--- src/rtl/hilo_muldiv_ctrl.sv ---
// HI/LO register owner and sequencer for a shared 1-bit-per-cycle multiply/divide datapath.
// Raises a pipeline stall while a MULT/DIV is in flight so the issuer waits in EX for its result.
module hilo_muldiv_ctrl #(
    parameter int DATA_W = 32,
    parameter int CNT_W  = 6
) (
    input  logic              clk,
    input  logic              resetn,
    input  logic              flush,
    input  logic              op_valid,
    input  logic [5:0]        op,
    input  logic [DATA_W-1:0] src_a,
    input  logic [DATA_W-1:0] src_b,
    output logic              stallreq_for_muldiv,
    output logic              busy,
    output logic [DATA_W-1:0] hi_o,
    output logic [DATA_W-1:0] lo_o
);

    typedef enum logic [2:0] {S_IDLE, S_MUL, S_DIV, S_FIX, S_DONE} state_t;

    state_t                state;
    logic [CNT_W-1:0]      cnt;
    logic [2*DATA_W-1:0]   acc;
    logic [DATA_W-1:0]     opnd;
    logic                  is_div;
    logic                  res_neg;
    logic                  rem_neg;

    logic op_mult, op_multu, op_div, op_divu, op_mthi, op_mtlo;

    // Only an exact one-hot opcode is honoured; flush blocks acceptance outright.
    always_comb begin
        // NOTE: every always_comb output gets a default first so no latch is inferred.
        op_mult  = 1'b0;
        op_multu = 1'b0;
        op_div   = 1'b0;
        op_divu  = 1'b0;
        op_mthi  = 1'b0;
        op_mtlo  = 1'b0;
        if (op_valid && !flush) begin
            case (op)
                6'b100000: op_mult  = 1'b1;
                6'b010000: op_multu = 1'b1;
                6'b001000: op_div   = 1'b1;
                6'b000100: op_divu  = 1'b1;
                6'b000010: op_mthi  = 1'b1;
                6'b000001: op_mtlo  = 1'b1;
                default: ;
            endcase
        end
    end

    logic signed_op, a_neg, b_neg;
    logic [DATA_W-1:0] mag_a, mag_b;

    assign signed_op = op_mult | op_div;
    assign a_neg     = signed_op & src_a[DATA_W-1];
    assign b_neg     = signed_op & src_b[DATA_W-1];
    assign mag_a     = a_neg ? -src_a : src_a;
    assign mag_b     = b_neg ? -src_b : src_b;

    // Multiply: multiplier sits in acc low half and shifts out as partial sums shift in.
    logic [DATA_W:0]     mul_sum;
    logic [2*DATA_W-1:0] mul_next;
    assign mul_sum  = {1'b0, acc[2*DATA_W-1:DATA_W]} + {1'b0, (acc[0] ? opnd : '0)};
    assign mul_next = {mul_sum, acc[DATA_W-1:1]};

    // Divide: acc = {remainder, dividend/quotient}; a negative trial difference restores.
    logic [DATA_W:0]     rem_sh;
    logic [DATA_W:0]     div_diff;
    logic [2*DATA_W-1:0] div_next;
    assign rem_sh   = {acc[2*DATA_W-1:DATA_W], acc[DATA_W-1]};
    assign div_diff = rem_sh - {1'b0, opnd};
    assign div_next = div_diff[DATA_W]
                    ? {rem_sh[DATA_W-1:0],   acc[DATA_W-2:0], 1'b0}
                    : {div_diff[DATA_W-1:0], acc[DATA_W-2:0], 1'b1};

    logic [2*DATA_W-1:0] prod_fix;
    logic [DATA_W-1:0]   quo_fix, rem_fix;
    assign prod_fix = res_neg ? -acc : acc;
    assign quo_fix  = res_neg ? -acc[DATA_W-1:0] : acc[DATA_W-1:0];
    assign rem_fix  = rem_neg ? -acc[2*DATA_W-1:DATA_W] : acc[2*DATA_W-1:DATA_W];

    always_ff @(posedge clk or negedge resetn) begin
        if (!resetn) begin
            // NOTE: sequential state uses non-blocking assignments only; datapath regs reset too for a clean start.
            state   <= S_IDLE;
            cnt     <= '0;
            acc     <= '0;
            opnd    <= '0;
            is_div  <= 1'b0;
            res_neg <= 1'b0;
            rem_neg <= 1'b0;
            hi_o    <= '0;
            lo_o    <= '0;
        end else begin
            case (state)
                S_IDLE: begin
                    cnt <= '0;
                    if (op_mthi) begin
                        hi_o <= src_a;
                    end else if (op_mtlo) begin
                        lo_o <= src_a;
                    end else if (op_mult || op_multu) begin
                        acc     <= {{DATA_W{1'b0}}, mag_b};
                        opnd    <= mag_a;
                        is_div  <= 1'b0;
                        res_neg <= a_neg ^ b_neg;
                        rem_neg <= 1'b0;
                        state   <= S_MUL;
                    end else if ((op_div || op_divu) && src_b == '0) begin
                        hi_o  <= src_a;
                        lo_o  <= '1;
                        state <= S_DONE;
                    end else if (op_div || op_divu) begin
                        acc     <= {{DATA_W{1'b0}}, mag_a};
                        opnd    <= mag_b;
                        is_div  <= 1'b1;
                        res_neg <= a_neg ^ b_neg;
                        rem_neg <= a_neg;
                        state   <= S_DIV;
                    end
                end
                S_MUL, S_DIV: begin
                    if (flush) begin
                        state <= S_IDLE;
                    end else begin
                        acc <= (state == S_MUL) ? mul_next : div_next;
                        cnt <= cnt + 1'b1;
                        if (cnt == CNT_W'(DATA_W - 1)) state <= S_FIX;
                    end
                end
                S_FIX: begin
                    if (!flush) begin
                        if (is_div) begin
                            hi_o <= rem_fix;
                            lo_o <= quo_fix;
                        end else begin
                            hi_o <= prod_fix[2*DATA_W-1:DATA_W];
                            lo_o <= prod_fix[DATA_W-1:0];
                        end
                        state <= S_DONE;
                    end else begin
                        state <= S_IDLE;
                    end
                end
                S_DONE:  state <= S_IDLE;
                default: state <= S_IDLE;
            endcase
        end
    end

    assign busy = (state != S_IDLE);
    assign stallreq_for_muldiv = (state == S_IDLE)
                               ? (op_mult | op_multu | op_div | op_divu)
                               : (state == S_MUL || state == S_DIV || state == S_FIX);

endmodule

--- config.mk ---
export PLATFORM = sky130hd
export DESIGN_NAME = hilo_muldiv_ctrl
export DESIGN_NICKNAME = d
export VERILOG_FILES = /design/src/rtl/hilo_muldiv_ctrl.sv
export SDC_FILE = /design/constraint.sdc
export NUM_CORES = 1
export LEC_CHECK = 0
export CORE_UTILIZATION = 61
export CTS_BUF_LIST = sky130_fd_sc_hd__clkbuf_4
export CTS_CLUSTER_DIAMETER = 100
export CTS_CLUSTER_SIZE = 40
export DETAILED_ROUTE_END_ITERATION = 12
export PLACE_DENSITY = 0.85
export SETUP_SLACK_MARGIN = 0.15
export SLEW_MARGIN = 20
export SYNTH_ARGS = -nofsm -noshare
export SYNTH_HDL_FRONTEND = slang
export SYNTH_SLANG_ARGS = --single-unit
--- constraint.sdc ---
create_clock -name clk -period 4.69 [get_ports clk]
set_input_delay 1.407 -clock clk [delete_from_list [all_inputs] [get_ports clk]]
set_output_delay 1.407 -clock clk [all_outputs]
set_load 0.02 [all_outputs]
==> run_results.csv, run 1 <==
group,metric,value,unit
clocking,post_cts_buffers,0,
timing,tns,0,ns
cells_and_area,final_common_cell,"nand2_1",
yosys,synth.distinct_cells,79,
grt,met1_usage,57.4,%
grt,track_usage,41.4,%
yosys,ys_ff_latch,172,
detailed_routing,first_pass_iters,6,
yosys,synthCells,2006,
grt,grt_overflow_total,0,
yosys,syn_nets,2151,
timing,slew_viol_final,0,
grt,grt_pass1_vias,14558,
run_status,status,"complete, no violations",
power_and_ir_drop,power.internal,5.28,mW
setup_path,required,3.28,ns
timing,post-route-min-period,4.39,ns
floorplanning,pin_count,140,
clocking,cts_tree,"done",
yosys,netlist_area,14900,um^2
timing,hold_ws,0.503,ns
clocking,cts.reportedPaths.clkPinSlew,0.18,ns
detailed_routing,viasPerCell,6.43,
grt,grt_start_max_net_pins,96,
power_and_ir_drop,p_seq_share,25.8,%
yosys,ys_seq_area_share,28.9,%
power_and_ir_drop,combPwrFrac,66.0,%
grt,grt_busiest_layer,"met2",
clocking,ctsHoldBuffers,0,
detailed_routing,drt_iter0_markers,1858,
timing,worstMarginPinSlew,1.06,ns
grt,antenna_found_initial,1,
yosys,synth.top_cells.by_area,"dfrtp_1 (29%), a21oi_1 (8.0%), o21ai_0 (7.2%), nand2_1 (7.0%), xnor2_1 (6.9%)",
setup_path,path_cells,"clkdlybuf4s50_1, buf_4, nor4b_2, buf_4, nand3_4, nand2_1, nor2b_1, nor2_1, buf_4",
yosys,synth_top_area_share,28.9,%
clocking,cts.htree.levels,4,
power_and_ir_drop,p_leak,7.41,nW
timing,relSlewSlack,29.0,%
clocking,clock_path_buffers,2,
floorplanning,die_y,158,um
power_and_ir_drop,powerDensity,627,nW/um^2
clocking,cts_made_buffers,17,
floorplanning,die_area,25100,um^2
setup_path,worst_path_max_delay_cell,"clkdlybuf4s50_1",
placed_design,dp_cells,2443,
timing,period_share,93.7,%
placed_design,dpl.hpwl,40100,um
yosys,synthFlopType,"dfrtp_1",
cells_and_area,area_growth,16.8,%
detailed_routing,wl_per_cell,20.8,um
yosys,yosysTopAreaCell,"dfrtp_1",
setup_path,cp-start-kind,"input pin",
clocking,cts_sinks,172,
setup_path,crit_path_frequent_cell,"buf_4",
setup_path,crit_type,"input pin to primary output",
grt,met2_usage,61.4,%
detailed_routing,totalWireLength,51600,um
cells_and_area,layout.cells.non_filler,2477,
setup_path,end_kind,"primary output",
cells_and_area,final_cell_mix,"nand2_1 (276), a21oi_1 (237), nor2_1 (217), o21ai_0 (213), dfrtp_1 (172)",
yosys,synth-edff-count,0,
timing,hold_viol_final,0,
power_and_ir_drop,power_frac_clock,8.3,%
placed_design,placed_area,17100,um^2
grt,globalRouteMet3Util,7.02,%
placed_design,gp_congestion,0.977,
timing,setup_viol,0,
power_and_ir_drop,p_sw,5.63,mW
placed_design,io_buffers,139,
detailed_routing,ant_nets,0,
clocking,insertion_delay,0.60,ns
floorplanning,std_cell_rows,56,
cells_and_area,drive_gt1_share,8.02,%
power_and_ir_drop,power_switching_share,51.6,%
detailed_routing,drc,0,
clocking,clockRootBuffer,"clkbuf_4",
timing,skew,0.0362,ns
power_and_ir_drop,irDropWorstVdd,0.347,mV
grt,grt_pass1_wl,78500,um
setup_path,critPathArrivalTime,2.99,ns
cells_and_area,num-nets-final,2289,
hold_path,min_path_type,"register to register",
detailed_routing,vias,15922,
setup_path,slowest_delay,0.45,ns
floorplanning,start_util,62.9,%
floorplanning,coreArea,23700,um^2
setup_path,cp_max_fo,3,
cells_and_area,final_area,17400,um^2
floorplanning,die_w,158,um
yosys,avgSynthCellArea,7.43,um^2
flow_run,cap_viol_max_count,0,
yosys,yosysWarnings,0,
yosys,ys_async_sr_fraction,100,%
timing,rsz0062_at_grt,"yes",
timing,fmax,228,MHz
## worst max-delay path, delay by kind of cell
kind | cells | cell delay, ns
buffers and inverters | 4 | 0.93
AND/OR/NAND/NOR | 5 | 0.66
## repair_timing
item / 4_1_cts / 5_1_grt
cloned: 0 / 0
endpoints found under the setup margin: 1 / 2
resized for setup: 4 / 3
## state kept, by name, indices dropped and copies added, names as in the netlist
| register | cells |
|---|---|
| state | 3 |
| opnd | 32 |
| res_neg | 1 |
| hi_o | 32 |
| cnt | 6 |
| rem_neg | 1 |
| is_div | 1 |
| lo_o | 32 |
| acc | 64 |
## cell usage after synthesis, types with 6 or more instances
master    count
nand3_1      33
dfrtp_1     172
o21ai_0     213
a22oi_1      14
nand3b_1      8
nor2b_1      10
a221o_1      10
or3_1        21
mux2i_1      14
a21o_1       30
nor4_1       16
xor2_1       62
nand2_1     276
nor2_1      218
o22ai_1      24
buf_2        22
a211oi_1     11
o31ai_1      36
o21a_1        7
nor3_1       37
a31oi_1      25
and3_1        6
a21oi_1     237
clkbuf_1     83
xnor2_1     117
or2_2        14
o41ai_1      15
ha_1         69
or4_1        18
buf_4         7
and2_1        8
nand4_1       9
o21bai_1      8
buf_1         7
nand2b_1     14
inv_1        64
## logic make-up after synthesis
logic type | share of synthesized area, %
and+or+nand+nor | 21.5
AOI/OAI and AO/OA | 26.7
muxes | 1.17
DFF | 28.9
xor gates and xnor gates | 10.5
adders and majority gates | 6.06
buffers and inverters | 5.19
## final timing paths
kind	start	to	slack (ns)	depth (start not counted)
worst min-delay path	lo_o[9]$_DFFE_PN0P_	lo_o[9]$_DFFE_PN0P_	0.50	2
min in group asynchronous	resetn	cnt[5]$_DFFE_PN0P_	0.80	1
worst min register to register	lo_o[9]$_DFFE_PN0P_	lo_o[9]$_DFFE_PN0P_	0.50	2
max in group asynchronous	resetn	acc[25]$_DFFE_PN0P_	2.99	2
worst max-delay path	flush	stallreq_for_muldiv	0.30	9
worst max register to register	acc[0]$_DFFE_PN0P_	acc[62]$_DFFE_PN0P_	0.54	13
## power groups by stage
stage          registers (mW)  logic (mW)  clock network, mW
3_5_place_dp             2.82        7.02                  0
4_1_cts                  2.78        7.05              0.901
2_1_floorplan            2.91        4.51                  0
5_1_grt                  2.88        7.85              0.949
6_report                 2.81        7.19              0.903
3_3_place_gp             2.79        6.80                  0
## metal layers
metal	routed length (um)	vias to the layer above
li1	-	7408
met1	20600	7350
met2	21900	1001
met3	6380	163
met4	2840	0
met5	0	-
## per-stage QoR
step,power (mW),utilization (%),setup WS (ns)
3_5_place_dp,9.84,72.2,-0.239
2_1_floorplan,7.42,-,0.544
4_1_cts,10.7,73.4,0.166
3_3_place_gp,9.58,72.2,-0.0924
5_1_grt,11.7,73.5,0.140
6_report,10.9,73.5,0.296
## area by class of cell
type / count / area [um^2]
clock inverters: 15 / 148
inverters: 64 / 240
repair buffers: 242 / 2300
multi-input cells: 1647 / 9880
diodes: 1 / 2.50
fillers: 1916 / 6280
clock buffers: 17 / 128
well taps: 319 / 399
flip-flops and latches: 172 / 4300
Power figures use the tool's default switching activity.
==> inputs of run 2 (changes only) <==
--- a/config.mk
+++ b/config.mk
@@ -12,6 +12,7 @@
 export DETAILED_ROUTE_END_ITERATION = 12
 export PLACE_DENSITY = 0.85
 export SETUP_SLACK_MARGIN = 0.15
+export SKIP_LAST_GASP = 1
 export SLEW_MARGIN = 20
 export SYNTH_ARGS = -nofsm -noshare
 export SYNTH_HDL_FRONTEND = slang
==> results of run 2 <==
Final layout, timing and power as in run 1 (identical DEF).
